$ cat config.mk
export PLATFORM = sky130hd
export DESIGN_NAME = awg_wave_player_flat
export DESIGN_NICKNAME = d
export VERILOG_FILES = /design/src/rtl/awg_wave_player_if.sv /design/src/rtl/awg_wave_player.sv /design/src/flat_wrapper.sv
export SDC_FILE = /design/constraint.sdc
export NUM_CORES = 1
export LEC_CHECK = 0
export ABC_CLOCK_PERIOD_IN_PS = 2910
export CORE_MARGIN = 8
export CORE_UTILIZATION = 30
export CTS_CLUSTER_DIAMETER = 80
export CTS_CLUSTER_SIZE = 40
export DETAILED_ROUTE_END_ITERATION = 7
export PLACE_DENSITY = 0.6
export RECOVER_POWER = 50
export SYNTH_ARGS = -nofsm -noshare
export SYNTH_HDL_FRONTEND = slang
export SYNTH_SLANG_ARGS = --single-unit
$ cat constraint.sdc
create_clock -name I_clk_250mhz -period 2.91 [get_ports I_clk_250mhz]
set_clock_uncertainty 0.05 [all_clocks]
set_input_delay 0.873 -clock I_clk_250mhz [delete_from_list [all_inputs] [get_ports I_clk_250mhz]]
set_output_delay 0.873 -clock I_clk_250mhz [all_outputs]
set_load 0.02 [all_outputs]
$ cat src/rtl/awg_wave_player_if.sv
// Bus bundle for one AWG playback channel: trigger requests, descriptor RAM,
// sample RAM and the DAC-facing stream. The player uses the slave modport;
// whatever drives requests and hosts the RAMs uses the master modport.
interface awg_wave_player_if #(
  parameter int ID_WIDTH   = 11,
  parameter int ADDR_WIDTH = 16,
  parameter int LEN_WIDTH  = 16,
  parameter int DATA_WIDTH = 64
);
  logic [ID_WIDTH-1:0]             I_tx_id;
  logic                            I_tx_ena;
  logic                            I_clr_ovf;
  logic [ID_WIDTH-1:0]             O_desc_rd_addr;
  logic [ADDR_WIDTH+LEN_WIDTH-1:0] I_desc_rd_data;
  logic                            O_smp_rd_en;
  logic [ADDR_WIDTH-1:0]           O_smp_rd_addr;
  logic [DATA_WIDTH-1:0]           I_smp_rd_data;
  logic [DATA_WIDTH-1:0]           O_dac_data;
  logic                            O_dac_valid;
  logic                            O_busy;
  logic                            O_overflow;
  logic [2:0]                      O_state;

  modport slave (
    input  I_tx_id, I_tx_ena, I_clr_ovf, I_desc_rd_data, I_smp_rd_data,
    output O_desc_rd_addr, O_smp_rd_en, O_smp_rd_addr, O_dac_data,
           O_dac_valid, O_busy, O_overflow, O_state
  );

  modport master (
    output I_tx_id, I_tx_ena, I_clr_ovf, I_desc_rd_data, I_smp_rd_data,
    input  O_desc_rd_addr, O_smp_rd_en, O_smp_rd_addr, O_dac_data,
           O_dac_valid, O_busy, O_overflow, O_state
  );
endinterface

$ cat src/rtl/awg_wave_player.sv
// Per-channel waveform playback engine. Queues waveform IDs from the
// trigger-delay stage, fetches each descriptor {start, len}, then streams
// len sample words from the sample RAM to the DAC path at one word per clock.
module awg_wave_player #(
  parameter int ID_WIDTH    = 11,
  parameter int ADDR_WIDTH  = 16,
  parameter int LEN_WIDTH   = 16,
  parameter int DATA_WIDTH  = 64,
  parameter int QDEPTH_LOG2 = 2
) (
  input  logic              I_clk_250mhz,
  input  logic              I_rst_n,
  awg_wave_player_if.slave  bus
);

  localparam int QDEPTH = 1 << QDEPTH_LOG2;
  localparam logic [QDEPTH_LOG2:0] QCNT_FULL = (QDEPTH_LOG2+1)'(QDEPTH);

  typedef enum logic [2:0] {
    IDLE     = 3'd0,
    DESC_RD  = 3'd1,
    DESC_LAT = 3'd2,
    PLAY     = 3'd3
  } state_t;

  state_t                  state, state_nxt;
  logic [ID_WIDTH-1:0]     q_mem [QDEPTH];
  logic [QDEPTH_LOG2-1:0]  q_wr, q_rd;
  logic [QDEPTH_LOG2:0]    q_cnt;
  logic                    q_empty, q_full, q_push, q_pop, q_drop;
  logic [ID_WIDTH-1:0]     q_head;

  logic [ID_WIDTH-1:0]     desc_addr, desc_addr_nxt;
  logic [ADDR_WIDTH-1:0]   rd_addr, rd_addr_nxt;
  logic                    rd_en, rd_en_nxt;
  logic [LEN_WIDTH-1:0]    remain, remain_nxt;
  logic [ADDR_WIDTH-1:0]   desc_start;
  logic [LEN_WIDTH-1:0]    desc_len;
  logic                    vld_p0, vld_p1;
  logic                    overflow;

  assign q_empty = (q_cnt == '0);
  assign q_full  = (q_cnt == QCNT_FULL);
  assign q_head  = q_mem[q_rd];
  // A full queue still accepts a request when the engine pops in the same cycle.
  assign q_push  = bus.I_tx_ena && (!q_full || q_pop);
  assign q_drop  = bus.I_tx_ena && q_full && !q_pop;

  assign desc_start = bus.I_desc_rd_data[ADDR_WIDTH+LEN_WIDTH-1 -: ADDR_WIDTH];
  assign desc_len   = bus.I_desc_rd_data[LEN_WIDTH-1:0];

  // Pending-ID storage; contents need no reset, validity is tracked by q_cnt.
  always_ff @(posedge I_clk_250mhz) begin
    if (q_push) q_mem[q_wr] <= bus.I_tx_id;
  end

  // Queue pointers and occupancy.
  always_ff @(posedge I_clk_250mhz or negedge I_rst_n) begin
    if (!I_rst_n) begin
      q_wr  <= '0;
      q_rd  <= '0;
      q_cnt <= '0;
    end else begin
      if (q_push) q_wr <= q_wr + QDEPTH_LOG2'(1);
      if (q_pop)  q_rd <= q_rd + QDEPTH_LOG2'(1);
      case ({q_push, q_pop})
        2'b10:   q_cnt <= q_cnt + (QDEPTH_LOG2+1)'(1);
        2'b01:   q_cnt <= q_cnt - (QDEPTH_LOG2+1)'(1);
        default: q_cnt <= q_cnt;
      endcase
    end
  end

  // Sticky overflow flag; a drop in the same cycle as a clear keeps it set.
  always_ff @(posedge I_clk_250mhz or negedge I_rst_n) begin
    if (!I_rst_n)           overflow <= 1'b0;
    else if (q_drop)        overflow <= 1'b1;
    else if (bus.I_clr_ovf) overflow <= 1'b0;
  end

  // State register and registered RAM-facing outputs.
  always_ff @(posedge I_clk_250mhz or negedge I_rst_n) begin
    if (!I_rst_n) begin
      state     <= IDLE;
      desc_addr <= '0;
      rd_addr   <= '0;
      rd_en     <= 1'b0;
      remain    <= '0;
    end else begin
      state     <= state_nxt;
      desc_addr <= desc_addr_nxt;
      rd_addr   <= rd_addr_nxt;
      rd_en     <= rd_en_nxt;
      remain    <= remain_nxt;
    end
  end

  // Next-state logic: remain counts the reads still to issue after the current one.
  always_comb begin
    state_nxt     = state;
    q_pop         = 1'b0;
    desc_addr_nxt = desc_addr;
    rd_addr_nxt   = rd_addr;
    rd_en_nxt     = 1'b0;
    remain_nxt    = remain;
    case (state)
      IDLE: begin
        if (!q_empty) begin
          q_pop         = 1'b1;
          desc_addr_nxt = q_head;
          state_nxt     = DESC_RD;
        end
      end
      DESC_RD: state_nxt = DESC_LAT;
      DESC_LAT: begin
        if (desc_len != '0) begin
          state_nxt   = PLAY;
          rd_en_nxt   = 1'b1;
          rd_addr_nxt = desc_start;
          remain_nxt  = desc_len - LEN_WIDTH'(1);
        end else begin
          state_nxt = IDLE;
        end
      end
      PLAY: begin
        if (remain == '0) begin
          if (!q_empty) begin
            q_pop         = 1'b1;
            desc_addr_nxt = q_head;
            state_nxt     = DESC_RD;
          end else begin
            state_nxt = IDLE;
          end
        end else begin
          rd_en_nxt   = 1'b1;
          rd_addr_nxt = rd_addr + ADDR_WIDTH'(1);
          remain_nxt  = remain - LEN_WIDTH'(1);
        end
      end
      default: state_nxt = IDLE;
    endcase
  end

  // Valid tracks the sample RAM's two-cycle read latency.
  always_ff @(posedge I_clk_250mhz or negedge I_rst_n) begin
    if (!I_rst_n) begin
      vld_p0 <= 1'b0;
      vld_p1 <= 1'b0;
    end else begin
      // stage p0: read issued last cycle
      vld_p0 <= rd_en;
      // stage p1: RAM word present on I_smp_rd_data
      vld_p1 <= vld_p0;
    end
  end

  // The sample RAM output is already registered; gate it so idle cycles read as zero.
  assign bus.O_dac_data     = vld_p1 ? bus.I_smp_rd_data : '0;
  assign bus.O_dac_valid    = vld_p1;
  assign bus.O_desc_rd_addr = desc_addr;
  assign bus.O_smp_rd_en    = rd_en;
  assign bus.O_smp_rd_addr  = rd_addr;
  assign bus.O_overflow     = overflow;
  assign bus.O_state        = state;
  assign bus.O_busy         = (state != IDLE) || !q_empty || vld_p0 || vld_p1;

endmodule
$ cat src/flat_wrapper.sv
// flat-port wrapper written by rule: the top's interface ports become plain ports
module awg_wave_player_flat 
#(
  parameter int ID_WIDTH    = 11,
  parameter int ADDR_WIDTH  = 16,
  parameter int LEN_WIDTH   = 16,
  parameter int DATA_WIDTH  = 64,
  parameter int QDEPTH_LOG2 = 2
)
  (I_clk_250mhz, I_rst_n, bus_I_tx_id, bus_I_tx_ena, bus_I_clr_ovf, bus_I_desc_rd_data, bus_I_smp_rd_data, bus_O_desc_rd_addr, bus_O_smp_rd_en, bus_O_smp_rd_addr, bus_O_dac_data, bus_O_dac_valid, bus_O_busy, bus_O_overflow, bus_O_state);
  awg_wave_player_if #(.ID_WIDTH(ID_WIDTH), .ADDR_WIDTH(ADDR_WIDTH), .LEN_WIDTH(LEN_WIDTH), .DATA_WIDTH(DATA_WIDTH)) bus_i ();
  input  logic I_clk_250mhz;
  input  logic I_rst_n;
  input wire logic [$bits(bus_i.I_tx_id)-1:0] bus_I_tx_id;
  input wire logic [$bits(bus_i.I_tx_ena)-1:0] bus_I_tx_ena;
  input wire logic [$bits(bus_i.I_clr_ovf)-1:0] bus_I_clr_ovf;
  input wire logic [$bits(bus_i.I_desc_rd_data)-1:0] bus_I_desc_rd_data;
  input wire logic [$bits(bus_i.I_smp_rd_data)-1:0] bus_I_smp_rd_data;
  output wire logic [$bits(bus_i.O_desc_rd_addr)-1:0] bus_O_desc_rd_addr;
  output wire logic [$bits(bus_i.O_smp_rd_en)-1:0] bus_O_smp_rd_en;
  output wire logic [$bits(bus_i.O_smp_rd_addr)-1:0] bus_O_smp_rd_addr;
  output wire logic [$bits(bus_i.O_dac_data)-1:0] bus_O_dac_data;
  output wire logic [$bits(bus_i.O_dac_valid)-1:0] bus_O_dac_valid;
  output wire logic [$bits(bus_i.O_busy)-1:0] bus_O_busy;
  output wire logic [$bits(bus_i.O_overflow)-1:0] bus_O_overflow;
  output wire logic [$bits(bus_i.O_state)-1:0] bus_O_state;
  assign bus_i.I_tx_id = bus_I_tx_id;
  assign bus_i.I_tx_ena = bus_I_tx_ena;
  assign bus_i.I_clr_ovf = bus_I_clr_ovf;
  assign bus_i.I_desc_rd_data = bus_I_desc_rd_data;
  assign bus_i.I_smp_rd_data = bus_I_smp_rd_data;
  assign bus_O_desc_rd_addr = bus_i.O_desc_rd_addr;
  assign bus_O_smp_rd_en = bus_i.O_smp_rd_en;
  assign bus_O_smp_rd_addr = bus_i.O_smp_rd_addr;
  assign bus_O_dac_data = bus_i.O_dac_data;
  assign bus_O_dac_valid = bus_i.O_dac_valid;
  assign bus_O_busy = bus_i.O_busy;
  assign bus_O_overflow = bus_i.O_overflow;
  assign bus_O_state = bus_i.O_state;
  awg_wave_player #(.ID_WIDTH(ID_WIDTH), .ADDR_WIDTH(ADDR_WIDTH), .LEN_WIDTH(LEN_WIDTH), .DATA_WIDTH(DATA_WIDTH), .QDEPTH_LOG2(QDEPTH_LOG2)) u_core (.I_clk_250mhz(I_clk_250mhz), .I_rst_n(I_rst_n), .bus(bus_i));
endmodule
==> results of run 1 <==
[cell usage after synthesis (all sizes together) (13+ instances only)]
cell type | n | area, um2
nor2 | 28 | 105
a21oi | 24 | 120
nor3 | 26 | 130
nand2 | 24 | 90.1
clkbuf | 19 | 71.3
mux2 | 14 | 158
and2 | 69 | 432
nand3 | 13 | 65.1
o21ai | 27 | 139
o22ai | 16 | 100
dfrtp | 56 | 1400
edfxtp | 44 | 1320
[worst reg2reg max path, delay by kind of cell (launching register included)]
kind                     cells  cell delay (ps)
buffers and inverters        2              440
XOR/XNOR                     1              160
AND/OR/NAND/NOR              2              620
AO/OA/AOI/OAI                3              710
adder cells (fa/ha/maj)      1              220
flip-flops                   1              430
[final cells by class]
class                           count  area, um2  area share [%]
Clock buffer                       10        239            2.81
Clock inverter                      6       78.8           0.927
Inverter                           12       45.0           0.530
Multi-Input combinational cell    368       2650            31.1
Sequential cell                   100       2730            32.0
Tap cell                          229        287            3.37
Timing Repair Buffer              268       2480            29.2
[per-layer routing]
layer | part of all wire, % | wire [um] | global-route usage, %
met1 | 41 | 7980 | 20.4
met2 | 51 | 9860 | 29.3
met3 | 6.2 | 1190 | 4.57
met4 | 1.3 | 245 | 3.17
met5 | 0 | 0 | 0
[where the power goes]
group          internal, mW  leakage [nW]  switching (mW)  total, mW
clock network         0.709         0.157           0.570       1.28
registers              2.02          1.05           0.480       2.50
logic                  2.10          2.26            2.47       4.57
total                  4.83          3.46            3.52       8.35
[sequential cells by signal (all words and copies together), names as in the netlist]
signal,cells
u_core.bus.O_dac_valid,1
u_core.bus.O_desc_rd_addr,11
u_core.bus.O_overflow,1
u_core.bus.O_smp_rd_addr,16
u_core.bus.O_smp_rd_en,1
u_core.bus.O_state,2
u_core.q_cnt,3
u_core.q_mem,44
u_core.q_rd,2
u_core.q_wr,2
u_core.remain,16
u_core.vld_p0,1
[cell families (layout without fill, tap and decap cells)]
group / count (synthesis) / count (layout) / synth area share, %
buffers and inverters: 40 / 296 / 2.97
adder cells (fa/ha/maj): 12 / 12 / 2.88
AO/OA/AOI/OAI: 99 / 99 / 11.6
flip-flops: 100 / 100 / 49.7
multiplexers: 33 / 33 / 8.87
XOR/XNOR: 17 / 17 / 2.72
AND/OR/NAND/NOR: 206 / 206 / 21.1
other: 1 / 1 / 0.0685
[stage by stage]
step | worst slack, ps | power (mW)
global route | -84.9 | 8.90
finish | 37.2 | 8.35
detailed placement | -329 | 7.36
CTS | 35.9 | 8.50
floorplan | 6.54 | 5.08
global placement | -302 | 7.24
[what timing repair did]
item | 4_1_cts | 5_1_grt
pin swaps | 0 | 2
setup buffers | 0 | 2
setup endpoints to repair | 63 | 17
gates resized for setup | 64 | 11
[final timing paths]
kind / from / end / depth (start not counted)
min in group asynchronous: I_rst_n / u_core.remain[1] / 2
min reg2reg: u_core.vld_p0 / u_core.bus.O_dac_valid / 0
max reg2reg: u_core.bus.O_state[0] / u_core.remain[13] / 9
max in group asynchronous: I_rst_n / u_core.bus.O_state[0] / 2
min: u_core.vld_p0 / u_core.bus.O_dac_valid / 0
max: bus_I_desc_rd_data[1] / u_core.remain[13] / 8
==> results.json, run 1 <==
{
  "worst_slew_margin_rel_pct": -5.81,
  "num_rows": 49,
  "max_cap_viol_count": 1,
  "power_density_nw_per_um2": 982,
  "post_dp_cell_area_um2": 8220,
  "grt_start_max_net_pins": 67,
  "synthArstFlopShare_pct": 56.0,
  "clockBufferDepth": 2,
  "syn_inst": 508,
  "wire_per_inst_um": 19.4,
  "placed_cells_incl_taps": 975,
  "via_count_of_the_first_global_routing_pass": 5179,
  "antenna_found_initial": 0,
  "grt_overflow": 0,
  "post_synth.cell_area_avg_um2": 10.8,
  "drt-initial-drc-count": 379,
  "ys.flop_type": "dfrtp_1",
  "clock_sink_count": 100,
  "drtAntennaViolNets": 0,
  "timing.hold.worst.class": "flip-flop to flip-flop",
  "diodes": 0,
  "fin_tns_setup_ps": 0,
  "n_fill_cell": 1692,
  "status": "finished, violations left",
  "netlist-cell-type-count": 68,
  "final_cell_area_um2": 8510,
  "post_layout_nonfiller_instances": 993,
  "path_cells": "clkdlybuf4s50_1, or4_4, a222oi_1, buf_4, and3_4, o21ai_2, xor2_1, a221oi_2",
  "cts_tree": "yes",
  "cts.htree.levels": 3,
  "dieHeight_um": 151,
  "synth_edf_count": 44,
  "core_um2": 18000,
  "clk_root_buffer_cell": "clkbuf_16",
  "vias": 5051,
  "end_kind": "flip-flop",
  "io_buffers": 207,
  "crit_family": "simple AND/OR/NAND/NOR gates",
  "cts.reportedPaths.clkPinSlew_ps": 70,
  "vias_per_cell": 5.09,
  "ctsHoldBuffers": 0,
  "worstMarginPinSlew_ps": 1590,
  "synth_warnings": 0,
  "fp.dieArea_um2": 22800,
  "arrival_ps": 3090,
  "cell_area_after_synthesis_um2": 5470,
  "grt_first_pass_wirelength_mm": 29.5,
  "syn2layout_area_growth_pct": 55.4,
  "final_nets": 882,
  "period_needed_ps": 2870,
  "final-setup-viol-count": 0,
  "final_layout_size_suffix_gt1_share_pct": 14.8,
  "floorplan.io_pins": 209,
  "drt_pass1_iterations": 5,
  "timing.final.crit_share_pct": 98.7,
  "number_of_clock_buffers_inserted_by_tritoncts": 9,
  "finalHoldViolations": 0,
  "most-common-layout-cells": "clkdlybuf4s50_1, and2_1, dlygate4sd2_1",
  "worst-endpoint-required_ps": 3120,
  "routed_wl_mm": 19.3,
  "power.static_leakage_nw": 3.46,
  "grt_use_total_pct": 16.8,
  "utilization_pct": 47.3,
  "layout_commonest_cell": "clkdlybuf4s50_1",
  "path_class": "input port to flip-flop",
  "timing.critical_path.buf_inv": 2,
  "synth_sequential_area_ratio_pct": 49.7,
  "slew_violations": 57,
  "die_w_um": 151,
  "clkLatencyLatePin_ps": 350,
  "drc_errors": 0,
  "failed_checks": "capacitance limit, slew limit",
  "mappedNetlistNets": 631,
  "crit_path_start_kind": "input port",
  "critical-path-max-stage-delay_ps": 540,
  "max_freq_ghz": 0.348,
  "initial_utilization_pct": 30.5,
  "critical-path-slowest-cell": "or4_4",
  "power.ir.vdd_worst_uv": 594,
  "r2r_slack_ps": 210,
  "crit_path_max_fanout": 3,
  "dp_wirelength_mm": 14.6,
  "worst_hold_slack_ps": 319,
  "synth.ff_latch_count": 100,
  "gp_routability_congestion": 0.893
}
Note: power is estimated with default switching activity, not from simulation.
==> inputs of run 2 (changes only) <==
Settings changed: SLEW_MARGIN set to 0.
==> results of run 2 <==
The final DEF is identical to that of run 1; final timing and power are the same.
==> inputs of run 3 (changes only) <==
Settings changed: ABC_CLOCK_PERIOD_IN_PS 2910 to 2950, PLACE_DENSITY 0.6 to 0.58.
Clock period 2.91 ns to 2.95 ns, I/O delays scaled along.
==> run 3 against run 2 <==
  * The run still ends with capacitance limit, slew limit left
  * First-iteration DRC count decreased by 33%
  * Critical endpoint unchanged
  * Global-route usage about the same
  * Utilization decreased by 0.52 points
==> results.json, run 3 (same netlist as run 1, synthesis figures left out) <==
{
  "fin_tns_setup_ps": 0,
  "status": "finished, violations left",
  "core_um2": 18000,
  "worstRegToRegCells": 11,
  "drt_pass1_iterations": 5,
  "end_kind": "flip-flop",
  "crit_path_start": "bus_I_desc_rd_data[1]",
  "final_cell_area_um2": 8410,
  "routed_wl_mm": 19.1,
  "ctsHoldBuffers": 0,
  "crit_path_max_fanout": 3,
  "worst-endpoint-required_ps": 3150,
  "syn2layout_area_growth_pct": 53.7,
  "unrepaired_setup_endpoints_after_global_routing": "true",
  "report.power.total_mw": 8.02,
  "critPathCapture": "u_core.remain[13]",
  "worstMarginPinSlew_ps": 1600,
  "clock_power_share_pct": 15.0,
  "drc_errors": 0,
  "io_buffers": 207,
  "final_nets": 876,
  "clockBufferDepth": 2,
  "grt_use_total_pct": 16.8,
  "worstReg2RegStart": "u_core.bus.O_state[0]",
  "die_w_um": 151,
  "largest_register": "u_core.q_mem",
  "most-common-layout-cells": "clkdlybuf4s50_1, and2_1, dlygate4sd2_1",
  "switchingPower_mw": 3.37,
  "power_switching_share_pct": 42.1,
  "max_freq_ghz": 0.345,
  "post_dp_cell_area_um2": 8170,
  "timing.hold.worst.class": "flip-flop to flip-flop",
  "grt_overflow": 0,
  "slew_violations": 25,
  "postCtsSetupBuffers": 0,
  "timing.final.crit_share_pct": 98.2,
  "clk_root_buffer_cell": "clkbuf_16",
  "max_cap_viol_count": 1,
  "number_of_clock_buffers_inserted_by_tritoncts": 9,
  "dp_wirelength_mm": 14.8,
  "clock_sink_count": 100,
  "cts.reportedPaths.clkPinSlew_ps": 70,
  "power_density_nw_per_um2": 953,
  "drt-initial-drc-count": 255,
  "clkLatencyLatePin_ps": 340,
  "power.share.sequential_pct": 30.7,
  "worst_slew_margin_rel_pct": -6.81,
  "grt_start_max_net_pins": 66,
  "arrival_ps": 3100,
  "path_class": "input port to flip-flop",
  "period_needed_ps": 2900,
  "regToRegEndpoint": "u_core.q_cnt[2]",
  "fp.dieArea_um2": 22800,
  "antenna_found_initial": 1,
  "vias": 4967,
  "dieHeight_um": 151,
  "power.static_leakage_nw": 3.42,
  "finalHoldViolations": 0,
  "cts.htree.levels": 3,
  "initial_utilization_pct": 30.5,
  "vias_per_cell": 5.03,
  "largest_reg_flops": 44,
  "layout_commonest_cell": "clkdlybuf4s50_1",
  "worst_hold_slack_ps": 328,
  "r2r_slack_ps": 200,
  "via_count_of_the_first_global_routing_pass": 5157,
  "final_layout_size_suffix_gt1_share_pct": 12.8,
  "drtAntennaViolNets": 0,
  "crit_path_start_kind": "input port",
  "cts_tree": "yes",
  "combPwrFrac_pct": 54.3,
  "failed_checks": "capacitance limit, slew limit",
  "wire_per_inst_um": 19.4,
  "final-setup-viol-count": 0,
  "num_rows": 49,
  "cellInternalPower_mw": 4.64,
  "grt_first_pass_wirelength_mm": 29.6,
  "floorplan.io_pins": 209,
  "power.ir.vdd_worst_uv": 540,
  "gp_routability_congestion": 0.914,
  "n_fill_cell": 1676
}
-- run 3: layout make-up --
type / count / area (um2) / area share [%]
clock inverters: 5 / 65.1 / 0.773
flip-flops and latches: 100 / 2730 / 32.4
multi-input cells: 368 / 2630 / 31.2
inverters: 12 / 45.0 / 0.535
diodes: 1 / 2.50 / 0.0297
repair buffers: 262 / 2430 / 28.9
well taps: 229 / 287 / 3.41
clock buffers: 11 / 233 / 2.77
-- run 3: how the worst min path moves through the flow --
stage                                 startpoint                      to  slack (ps)  cells after the start
after CTS                          u_core.vld_p0  u_core.bus.O_dac_valid         340                      0
after detailed placement           u_core.vld_p0  u_core.bus.O_dac_valid         320                      0
after global placement             u_core.vld_p0  u_core.bus.O_dac_valid         300                      0
after floorplan                    u_core.vld_p0  u_core.bus.O_dac_valid         300                      0
final                              u_core.vld_p0  u_core.bus.O_dac_valid         330                      0
after global routing      u_core.bus.O_smp_rd_en           u_core.vld_p0         350                      0
-- run 3: what timing repair did --
item,4_1_cts,5_1_grt
gates resized for setup,65,6
pin swaps,0,3
endpoints found under the setup margin,65,17
endpoints found under the hold margin,0,0
-- run 3: through the flow --
step / utilization, % / worst slack, ps / instances
CTS: 46.7 / 57.5 / 987
detailed placement: 45.5 / -298 / 971
global route: 46.8 / -11.1 / 988
floorplan: - / 12.7 / 508
finish: 46.8 / 52.1 / 988
global placement: 45.5 / -269 / 971
-- run 3: power by group through the flow --
| stage | registers, mW | clock network (mW) | logic, mW |
|---|---|---|---|
| finish | 2.46 | 1.21 | 4.35 |
| global placement | 2.46 | 0 | 4.59 |
| detailed placement | 2.49 | 0 | 4.66 |
| floorplan | 2.61 | 0 | 2.40 |
| global route | 2.54 | 1.29 | 4.74 |
| CTS | 2.47 | 1.25 | 4.50 |
-- run 3: layer usage --
metal  part of all wire, %  up-vias  global-route usage (%)
met5                     0        -                       0
met4                   1.4        0                    4.06
met3                   4.8       22                    3.29
met2                    52      147                    29.8
met1                    42     2439                    20.4
li1                      -     2359                       -
-- run 3: critical path, cell delays in order --
cell and delay [ps]:
clkdlybuf4s50_1 460, or4_1 560, a222oi_1 440, and3_4 270
o21ai_2 70, xor2_1 160, a221oi_2 260
